==> src/rtl/apb_cmd_pkg.sv <==
// Shared types and constants for the APB command master.
package apb_cmd_pkg;

  // Command sequencing states.
  typedef enum logic [2:0] {
    IDLE = 3'd0,
    WR   = 3'd1,
    WGAP = 3'd2,
    RD   = 3'd3,
    RGAP = 3'd4,
    RSP  = 3'd5
  } state_t;

  // One-hot target selects on MSELx.
  localparam logic [3:0] SEL_FRAC_DECI = 4'b0001;
  localparam logic [3:0] SEL_IIR       = 4'b0010;
  localparam logic [3:0] SEL_CTRL      = 4'b0100;
  localparam logic [3:0] SEL_CIC       = 4'b1000;

  // Cycles MTRANS is held per transaction (SETUP + ACCESS + PREADY).
  localparam int unsigned HOLD_CYC_DEFAULT = 3;

  // Width of the saturating error counter.
  localparam int unsigned ERR_CNT_WIDTH = 8;

endpackage

==> src/rtl/apb_cmd_master.sv <==
// Host-side APB initiator: one command at a time, fixed-length bus
// transactions, optional write-then-readback verify.
module apb_cmd_master
  import apb_cmd_pkg::*;
#(
  parameter int unsigned ADDR_WIDTH  = 7,
  parameter int unsigned PDATA_WIDTH = 32,
  parameter int unsigned COEFF_WIDTH = 20,
  parameter int unsigned COMP        = 4,
  parameter int unsigned HOLD_CYC    = HOLD_CYC_DEFAULT
) (
  input  logic                          clk,
  input  logic                          rst,
  input  logic                          cmd_valid,
  output logic                          cmd_ready,
  input  logic                          cmd_write,
  input  logic                          cmd_verify,
  input  logic [COMP-1:0]               cmd_sel,
  input  logic [ADDR_WIDTH-1:0]         cmd_addr,
  input  logic signed [COEFF_WIDTH-1:0] cmd_wdata,
  output logic                          MTRANS,
  output logic                          MWRITE,
  output logic [COMP-1:0]               MSELx,
  output logic [ADDR_WIDTH-1:0]         MADDR,
  output logic signed [COEFF_WIDTH-1:0] MWDATA,
  input  logic [PDATA_WIDTH-1:0]        MRDATA,
  output logic                          rsp_valid,
  output logic [PDATA_WIDTH-1:0]        rsp_rdata,
  output logic                          rsp_err,
  output logic [ERR_CNT_WIDTH-1:0]      err_cnt,
  output logic                          busy
);

  localparam int unsigned HOLD_W = (HOLD_CYC > 1) ? $clog2(HOLD_CYC) : 1;
  localparam logic [HOLD_W-1:0] HOLD_LAST = HOLD_W'(HOLD_CYC - 1);
  localparam logic [ERR_CNT_WIDTH-1:0] ERR_MAX = '1;

  state_t state_q, state_d;
  logic [HOLD_W-1:0] hold_q, hold_d;

  // Latched command copy; live cmd_* inputs are ignored while busy.
  logic                          verify_q;
  logic [COMP-1:0]               sel_q;
  logic [ADDR_WIDTH-1:0]         addr_q;
  logic signed [COEFF_WIDTH-1:0] wdata_q;
  logic [PDATA_WIDTH-1:0]        rdata_q;
  logic                          err_q;

  // Decoded next-cycle output values.
  logic                          accept_c;
  logic                          sel_onehot_c;
  logic                          verify_mismatch_c;
  logic                          mtrans_c;
  logic                          mwrite_c;
  logic [COMP-1:0]               msel_c;
  logic [ADDR_WIDTH-1:0]         maddr_c;
  logic signed [COEFF_WIDTH-1:0] mwdata_c;
  logic                          rsp_valid_c;
  logic [PDATA_WIDTH-1:0]        rsp_rdata_c;
  logic                          rsp_err_c;

  // Handshake, select legality and readback compare.
  always_comb begin
    accept_c          = cmd_valid && cmd_ready;
    sel_onehot_c      = (cmd_sel != '0) && ((cmd_sel & (cmd_sel - COMP'(1))) == '0);
    verify_mismatch_c = (MRDATA[COEFF_WIDTH-1:0] != $unsigned(wdata_q)) ||
                        (MRDATA[PDATA_WIDTH-1:COEFF_WIDTH] != '0);
  end

  // State register.
  always_ff @(posedge clk) begin
    if (rst) begin
      state_q <= IDLE;
    end else begin
      state_q <= state_d;
    end
  end

  // Next-state, hold counter and output decode.
  always_comb begin
    state_d     = state_q;
    hold_d      = hold_q;
    mtrans_c    = 1'b0;
    mwrite_c    = 1'b0;
    msel_c      = '0;
    maddr_c     = '0;
    mwdata_c    = '0;
    rsp_valid_c = 1'b0;
    rsp_rdata_c = '0;
    rsp_err_c   = 1'b0;
    case (state_q)
      IDLE: begin
        hold_d = '0;
        if (accept_c) begin
          if (!sel_onehot_c) begin
            state_d = RSP;
          end else if (cmd_write) begin
            state_d = WR;
          end else begin
            state_d = RD;
          end
        end
      end
      WR: begin
        mtrans_c = 1'b1;
        mwrite_c = 1'b1;
        msel_c   = sel_q;
        maddr_c  = addr_q;
        mwdata_c = wdata_q;
        if (hold_q == HOLD_LAST) begin
          hold_d  = '0;
          state_d = WGAP;
        end else begin
          hold_d = hold_q + HOLD_W'(1);
        end
      end
      WGAP: begin
        state_d = verify_q ? RD : RSP;
      end
      RD: begin
        mtrans_c = 1'b1;
        msel_c   = sel_q;
        maddr_c  = addr_q;
        if (hold_q == HOLD_LAST) begin
          hold_d  = '0;
          state_d = RGAP;
        end else begin
          hold_d = hold_q + HOLD_W'(1);
        end
      end
      RGAP: begin
        state_d = RSP;
      end
      RSP: begin
        rsp_valid_c = 1'b1;
        rsp_rdata_c = rdata_q;
        rsp_err_c   = err_q;
        state_d     = IDLE;
      end
      default: begin
        state_d = IDLE;
      end
    endcase
  end

  // Command latch, read capture and registered outputs.
  // RGAP is the last cycle the registered MTRANS is high, so read data
  // is captured there.
  always_ff @(posedge clk) begin
    if (rst) begin
      hold_q    <= '0;
      verify_q  <= 1'b0;
      sel_q     <= '0;
      addr_q    <= '0;
      wdata_q   <= '0;
      rdata_q   <= '0;
      err_q     <= 1'b0;
      cmd_ready <= 1'b1;
      busy      <= 1'b0;
      MTRANS    <= 1'b0;
      MWRITE    <= 1'b0;
      MSELx     <= '0;
      MADDR     <= '0;
      MWDATA    <= '0;
      rsp_valid <= 1'b0;
      rsp_rdata <= '0;
      rsp_err   <= 1'b0;
    end else begin
      hold_q <= hold_d;
      if (accept_c) begin
        verify_q <= cmd_write && cmd_verify;
        sel_q    <= cmd_sel;
        addr_q   <= cmd_addr;
        wdata_q  <= cmd_wdata;
        rdata_q  <= '0;
        err_q    <= !sel_onehot_c;
      end else if (state_q == RGAP) begin
        rdata_q <= MRDATA;
        if (verify_q) begin
          err_q <= verify_mismatch_c;
        end
      end
      cmd_ready <= (state_d == IDLE);
      busy      <= (state_d != IDLE);
      MTRANS    <= mtrans_c;
      MWRITE    <= mwrite_c;
      MSELx     <= msel_c;
      MADDR     <= maddr_c;
      MWDATA    <= mwdata_c;
      rsp_valid <= rsp_valid_c;
      rsp_rdata <= rsp_rdata_c;
      rsp_err   <= rsp_err_c;
    end
  end

  // Saturating count of error responses.
  always_ff @(posedge clk) begin
    if (rst) begin
      err_cnt <= '0;
    end else if (rsp_valid_c && rsp_err_c && (err_cnt != ERR_MAX)) begin
      err_cnt <= err_cnt + ERR_CNT_WIDTH'(1);
    end
  end

endmodule

==> config.mk <==
export PLATFORM = sky130hd
export DESIGN_NAME = apb_cmd_master
export DESIGN_NICKNAME = d
export VERILOG_FILES = /design/src/rtl/apb_cmd_pkg.sv /design/src/rtl/apb_cmd_master.sv
export SDC_FILE = /design/constraint.sdc
export NUM_CORES = 1
export LEC_CHECK = 0
export BUFFER_PORTS_ARGS = -buffer_cell sky130_fd_sc_hd__buf_4
export CAP_MARGIN = 20
export CORE_ASPECT_RATIO = 1.75
export CORE_MARGIN = 2
export CORE_UTILIZATION = 25
export CTS_CLUSTER_SIZE = 12
export DETAILED_ROUTE_END_ITERATION = 12
export PLACE_DENSITY_LB_ADDON = 0.12
export SLEW_MARGIN = 20
export SYNTH_ARGS = -nofsm -noshare
export SYNTH_HDL_FRONTEND = slang
export SYNTH_SLANG_ARGS = --single-unit
==> constraint.sdc <==
create_clock -name clk -period 3 [get_ports clk]
set_input_delay 0.6 -clock clk [delete_from_list [all_inputs] [get_ports clk]]
set_output_delay 0.6 -clock clk [all_outputs]
set_load 0.02 [all_outputs]
==> qor.yml, run 1 <==
status: "finished, final reports clean"
cp-end-kind: "flop"
fp.dieH_um: 192
port_buffers: 144
drv_cap: 0
power_density_nw_per_um2: 665
cts-buffers-inserted: 17
cts-hold-fix-buffers: 0
synthXorXnorAreaFrac: 0.0453
ios: 145
ir_drop_mv: 0.287
fmax_mhz: 485
stdcell_area_um2: 6900
worst_pin_slew_ps: 581
cp.arrival_ps: 2310
cp_slowest_cell: "or4_1"
grt_usage: 0.131
slew_violations: 0
mostFrequentLayoutCells: "buf_4 (150), dfxtp_1 (147), nand2_1 (134)"
dp_cells: 910
synth_top_family_by_area: "simple AND/OR/NAND/NOR gates"
drive_above_1_share: 0.267
finalSetupTns_ps: 0
path_cells: "nand2_4 > or4_1 > nor4_1 > a2111oi_0"
ys_seq_area_frac: 0.586
tritoncts: "yes"
drt-pass1-iter-count: 7
place_congestion: 0.768
synth_fa_ha_area_frac: 0.00249
p_leak_nw: 2.86
critical-path-max-stage-delay_ps: 590
multiInputGateArea_um2: 1940
worst_slack_ps: 939
htreeDepth: 4
yosysWarnings: 0
critPathRequiredTime_ps: 3250
seqCellArea_um2: 2940
start_util: 0.254
setup_viol_count_final: 0
fin_hold_ws_ps: 434
ys_types: 38
busiest_layer: "met2"
syn2layout_area_growth_pct: 37.5
diodes: 0
use_met2: 0.244
worst_path_dominant_cell_family: "simple AND/OR/NAND/NOR gates"
nets: 753
postCtsSetupBuffers: 0
path_clk_slew_ps: 60
ys_seq_elements: 147
crit_path_start_kind: "flop"
met1_usage: 0.134
report.final.hold_viol_count: 0
ctsRootBufferMaster: "clkbuf_16"
route.antenna.remaining_nets: 0
synth_nets: 615
finalNonFillerCells: 939
die_w_um: 111
wl_per_cell_um: 14.7
critPathBufInv: 0
syn_inst: 546
viasPerCell: 4.23
antenna_found_initial: 0
clock_latency_ps: 410
synth_area_per_cell_um2: 9.20
period_needed_ps: 2060
max-slew-margin-rel: 0.613
layout_commonest_cell: "buf_4"
num_vias: 3975
drc: 0
grt_max_degree: 51
dieArea_um2: 21300
numClockSinks: 147
synthMuxAreaShare: 0.00199
critPathKind: "reg2reg"
power_mw: 4.59
synthesis.area_um2: 5020
clockBufferDepth: 2
fp-row-count: 68
final_core_util: 0.350
use_met3: 0.0444
min_period_over_period: 0.687
fillers: 2089
ctsResizeCount: 0
grt_pass1_wl_um: 21200
rsz0062_at_grt: "no"
core_area_um2: 19700
wl_um: 13800
synth-simple-area-share: 0.246
dpl_cell_area_um2: 6330
min_path_type: "in2reg"
grt_pass1_vias: 4010
dp_hpwl_um: 10200
cp_max_fo: 34
pre_cts_slack_ps: 896
synth_compound_area_frac: 0.0887
first_iter_violations: 150
grt_overflow_total: 0
skew_ps: 10.1
## cell usage after synthesis
master | count | area (um^2)
o21ai_0 | 5 | 25.0
mux2i_1 | 1 | 10.0
o31ai_1 | 1 | 7.51
or3_1 | 3 | 18.8
a31oi_1 | 2 | 12.5
nor2_8 | 1 | 20.0
a221oi_1 | 1 | 8.76
or4_1 | 1 | 7.51
nor4b_1 | 3 | 26.3
nor2_1 | 13 | 48.8
a21oi_1 | 70 | 350
nand2_4 | 1 | 11.3
nand4_1 | 3 | 18.8
nand3b_1 | 1 | 7.51
nand2b_1 | 2 | 12.5
clkbuf_1 | 26 | 97.6
a2111oi_0 | 1 | 8.76
inv_1 | 4 | 15.0
nand3_1 | 6 | 30.0
and4bb_2 | 1 | 12.5
nor3_1 | 5 | 25.0
buf_6 | 2 | 22.5
and3_1 | 1 | 6.26
a211oi_1 | 2 | 15.0
a31o_1 | 1 | 8.76
buf_2 | 2 | 10.0
or2_2 | 1 | 6.26
xor2_1 | 15 | 131
nor2b_1 | 2 | 12.5
ha_1 | 1 | 12.5
buf_1 | 1 | 3.75
and2_1 | 66 | 413
nand2_1 | 134 | 503
a211o_1 | 1 | 8.76
and4b_2 | 1 | 11.3
dfxtp_1 | 147 | 2940
nor4_1 | 7 | 43.8
xnor2_1 | 11 | 96.3
## path summary, 6_finish.rpt
kind	start	endpoint	slack, ps	cells past startpoint
min reg2reg	addr_q[6]	addr_q[6]	450	2
max	state_q[2]	err_q	940	4
max reg2reg	state_q[2]	err_q	940	4
min	cmd_wdata[10]	wdata_q[10]	430	3
## where the power goes
group | total, mW | internal, mW | switching (mW)
registers | 2.08 | 2.03 | 0.0546
logic | 0.415 | 0.171 | 0.244
clock network | 2.09 | 1.31 | 0.786
## layout make-up
type / instances / area share
Clock buffer: 18 / 0.0636
Sequential cell: 147 / 0.426
Multi-Input combinational cell: 364 / 0.280
Clock inverter: 11 / 0.0201
Timing Repair Buffer: 150 / 0.163
Inverter: 4 / 0.00217
Tap cell: 245 / 0.0444
## layer usage
layer,part of all wire,vias to the layer above,routed length [um]
met5,0,-,0
li1,-,2050,-
met4,0.015,0,214
met3,0.054,16,749
met2,0.54,93,7440
met1,0.39,1816,5410
## sequential cells by signal, indices dropped and copies added (netlist names), 2 cells and up
| signal | cells |
|---|---|
| rdata_q | 32 |
| rsp_rdata | 32 |
| MWDATA | 20 |
| wdata_q | 20 |
| err_cnt | 8 |
| MADDR | 7 |
| addr_q | 7 |
| MSELx | 4 |
| sel_q | 4 |
| state_q | 3 |
| hold_q | 2 |
## worst register-to-register path, delay by kind of cell, from the launching register on
family / cells / cell delay (ps)
AOI/OAI and AO/OA: 1 / 120
DFF: 1 / 580
and+or+nand+nor: 3 / 1220
## cell families after synthesis
| family | after synthesis |
|---|---|
| XOR/XNOR | 26 |
| multiplexers | 1 |
| buffers and inverters | 35 |
| adder cells (fa/ha/maj) | 1 |
| AO/OA/AOI/OAI | 84 |
| flip-flops | 147 |
| AND/OR/NAND/NOR | 252 |
(Power assumes the default switching activity.)
==> run 2: changes to the inputs <==
clock period = 1.9 ns   (was 3 ns; I/O delays follow)
==> run 2 against run 1 <==
Combinational power rose by 69%. Count of clock-buffer cells in the layout increased by 3. Sequential cell count stayed put. Core utilization grew 0.56 points. Clock power up 67%. Clock skew hardly changed. Register-to-register slack got worse by 660 ps. Via count up 0.15%. Non-clock buffer count rose by 8. Global-route usage down 0.19 points. Critical endpoint is now err_cnt[5]. Highest routed layer unchanged.
==> qor.yml, run 2 (synthesis results as in run 1) <==
status: "finished, final reports clean"
report.final.hold_viol_count: 0
num_vias: 3981
critPathKind: "reg2reg"
die_w_um: 111
viasPerCell: 4.20
dieArea_um2: 21300
fp.dieH_um: 192
dp_hpwl_um: 10300
dr.max_layer_used: "met4"
grt_overflow_total: 0
wl_um: 13800
drt-pass1-iter-count: 6
fp-row-count: 68
drive_above_1_share: 0.273
slew_violations: 0
cts-buffers-inserted: 17
met1_length_um: 5430
cp-end-kind: "flop"
place_congestion: 0.769
grt_max_degree: 36
wl_met3_um: 654
htreeDepth: 4
numClockSinks: 147
period_needed_ps: 1620
drc: 0
met2_length_um: 7410
first_iter_violations: 149
dpl_cell_area_um2: 6400
diodes: 0
ir_drop_mv: 0.497
worst_pin_slew_ps: 549
setup_viol_count_final: 0
critPathRequiredTime_ps: 2260
drv_cap: 0
min_path_type: "in2reg"
start_util: 0.254
clock_latency_ps: 420
ios: 145
max-slew-margin-rel: 0.634
fillers: 2085
core_area_um2: 19700
crit_path_start_kind: "flop"
stdcell_area_um2: 7010
cp.arrival_ps: 1980
postCtsSetupBuffers: 0
cp_max_fo: 4
min_period_over_period: 0.852
layout_commonest_cell: "buf_4"
grt_pass1_vias: 3954
clockBufferDepth: 2
grt_usage: 0.129
syn2layout_area_growth_pct: 39.7
route.antenna.remaining_nets: 0
port_buffers: 144
grt_pass1_wl_um: 21000
skew_ps: 10.3
antenna_found_initial: 0
fmax_mhz: 618
rsz0062_at_grt: "no"
tritoncts: "yes"
ctsResizeCount: 0
finalSetupTns_ps: 0
power_density_nw_per_um2: 1060
wl_per_cell_um: 14.5
nets: 761
p_leak_nw: 2.91
largestRegisters: "rdata_q x32, rsp_rdata x32"
ctsRootBufferMaster: "clkbuf_16"
mostFrequentLayoutCells: "buf_4 (157), dfxtp_1 (147), nand2_1 (134)"
path_clk_slew_ps: 60
cts-hold-fix-buffers: 0
[run 2: cell types whose count changed in the layout (fill, tap and decap cells not counted), moves of 2 or more]
cell	before	now
buf_4	150	157
clkinv_2	5	1
clkbuf_1	0	2
clkinvlp_4	2	4
[run 2: through the flow]
| stage | hold WS [ps] | power [mW] | setup slack (ps) | utilization | std cells |
|---|---|---|---|---|---|
| finish | 189 | 7.46 | 281 | 0.355 | 948 |
| global route | 167 | 7.78 | 162 | 0.355 | 948 |
| CTS | 169 | 7.60 | 260 | 0.355 | 948 |
| detailed placement | 442 | 4.06 | 125 | 0.324 | 918 |
| global placement | 434 | 4.06 | 144 | 0.324 | 918 |
| floorplan | 430 | 3.72 | 345 | - | 546 |
[run 2: final cells by class]
| type | instances | area, um^2 | share of cell area |
|---|---|---|---|
| clock buffers | 21 | 460 | 0.0656 |
| well taps | 245 | 307 | 0.0437 |
| inverters | 4 | 15.0 | 0.00214 |
| flip-flops and latches | 147 | 2940 | 0.420 |
| clock inverters | 9 | 155 | 0.0221 |
| multi-input cells | 364 | 1940 | 0.276 |
| repair buffers | 158 | 1200 | 0.171 |
[run 2: final timing paths]
kind               startpoint           to  slack, ps  depth (start not counted)
hold reg to reg   rdata_q[18]  rdata_q[18]        450                          2
setup / recovery   state_q[0]   err_cnt[5]        280                          5
hold / removal            rst   wdata_q[1]        190                          2
setup reg to reg   state_q[0]   err_cnt[5]        280                          5
[run 2: power breakdown]
part / switching (mW) / internal [mW]
Combinational: 0.404 / 0.296
Clock: 1.23 / 2.25
Sequential: 0.0754 / 3.20
[run 2: layer usage]
metal  track usage  up-vias
li1              -     2067
met1         0.131     1806
met2         0.243       95
met3        0.0380       13
met4        0.0579        0
met5             0        -
[run 2: critical path, cell delays in order (launching register included)]
cell and delay, ps:
dfxtp_1 470, and4b_2 340, nand2_1 90, a31o_1 230, or3_1 310, a21oi_1 130
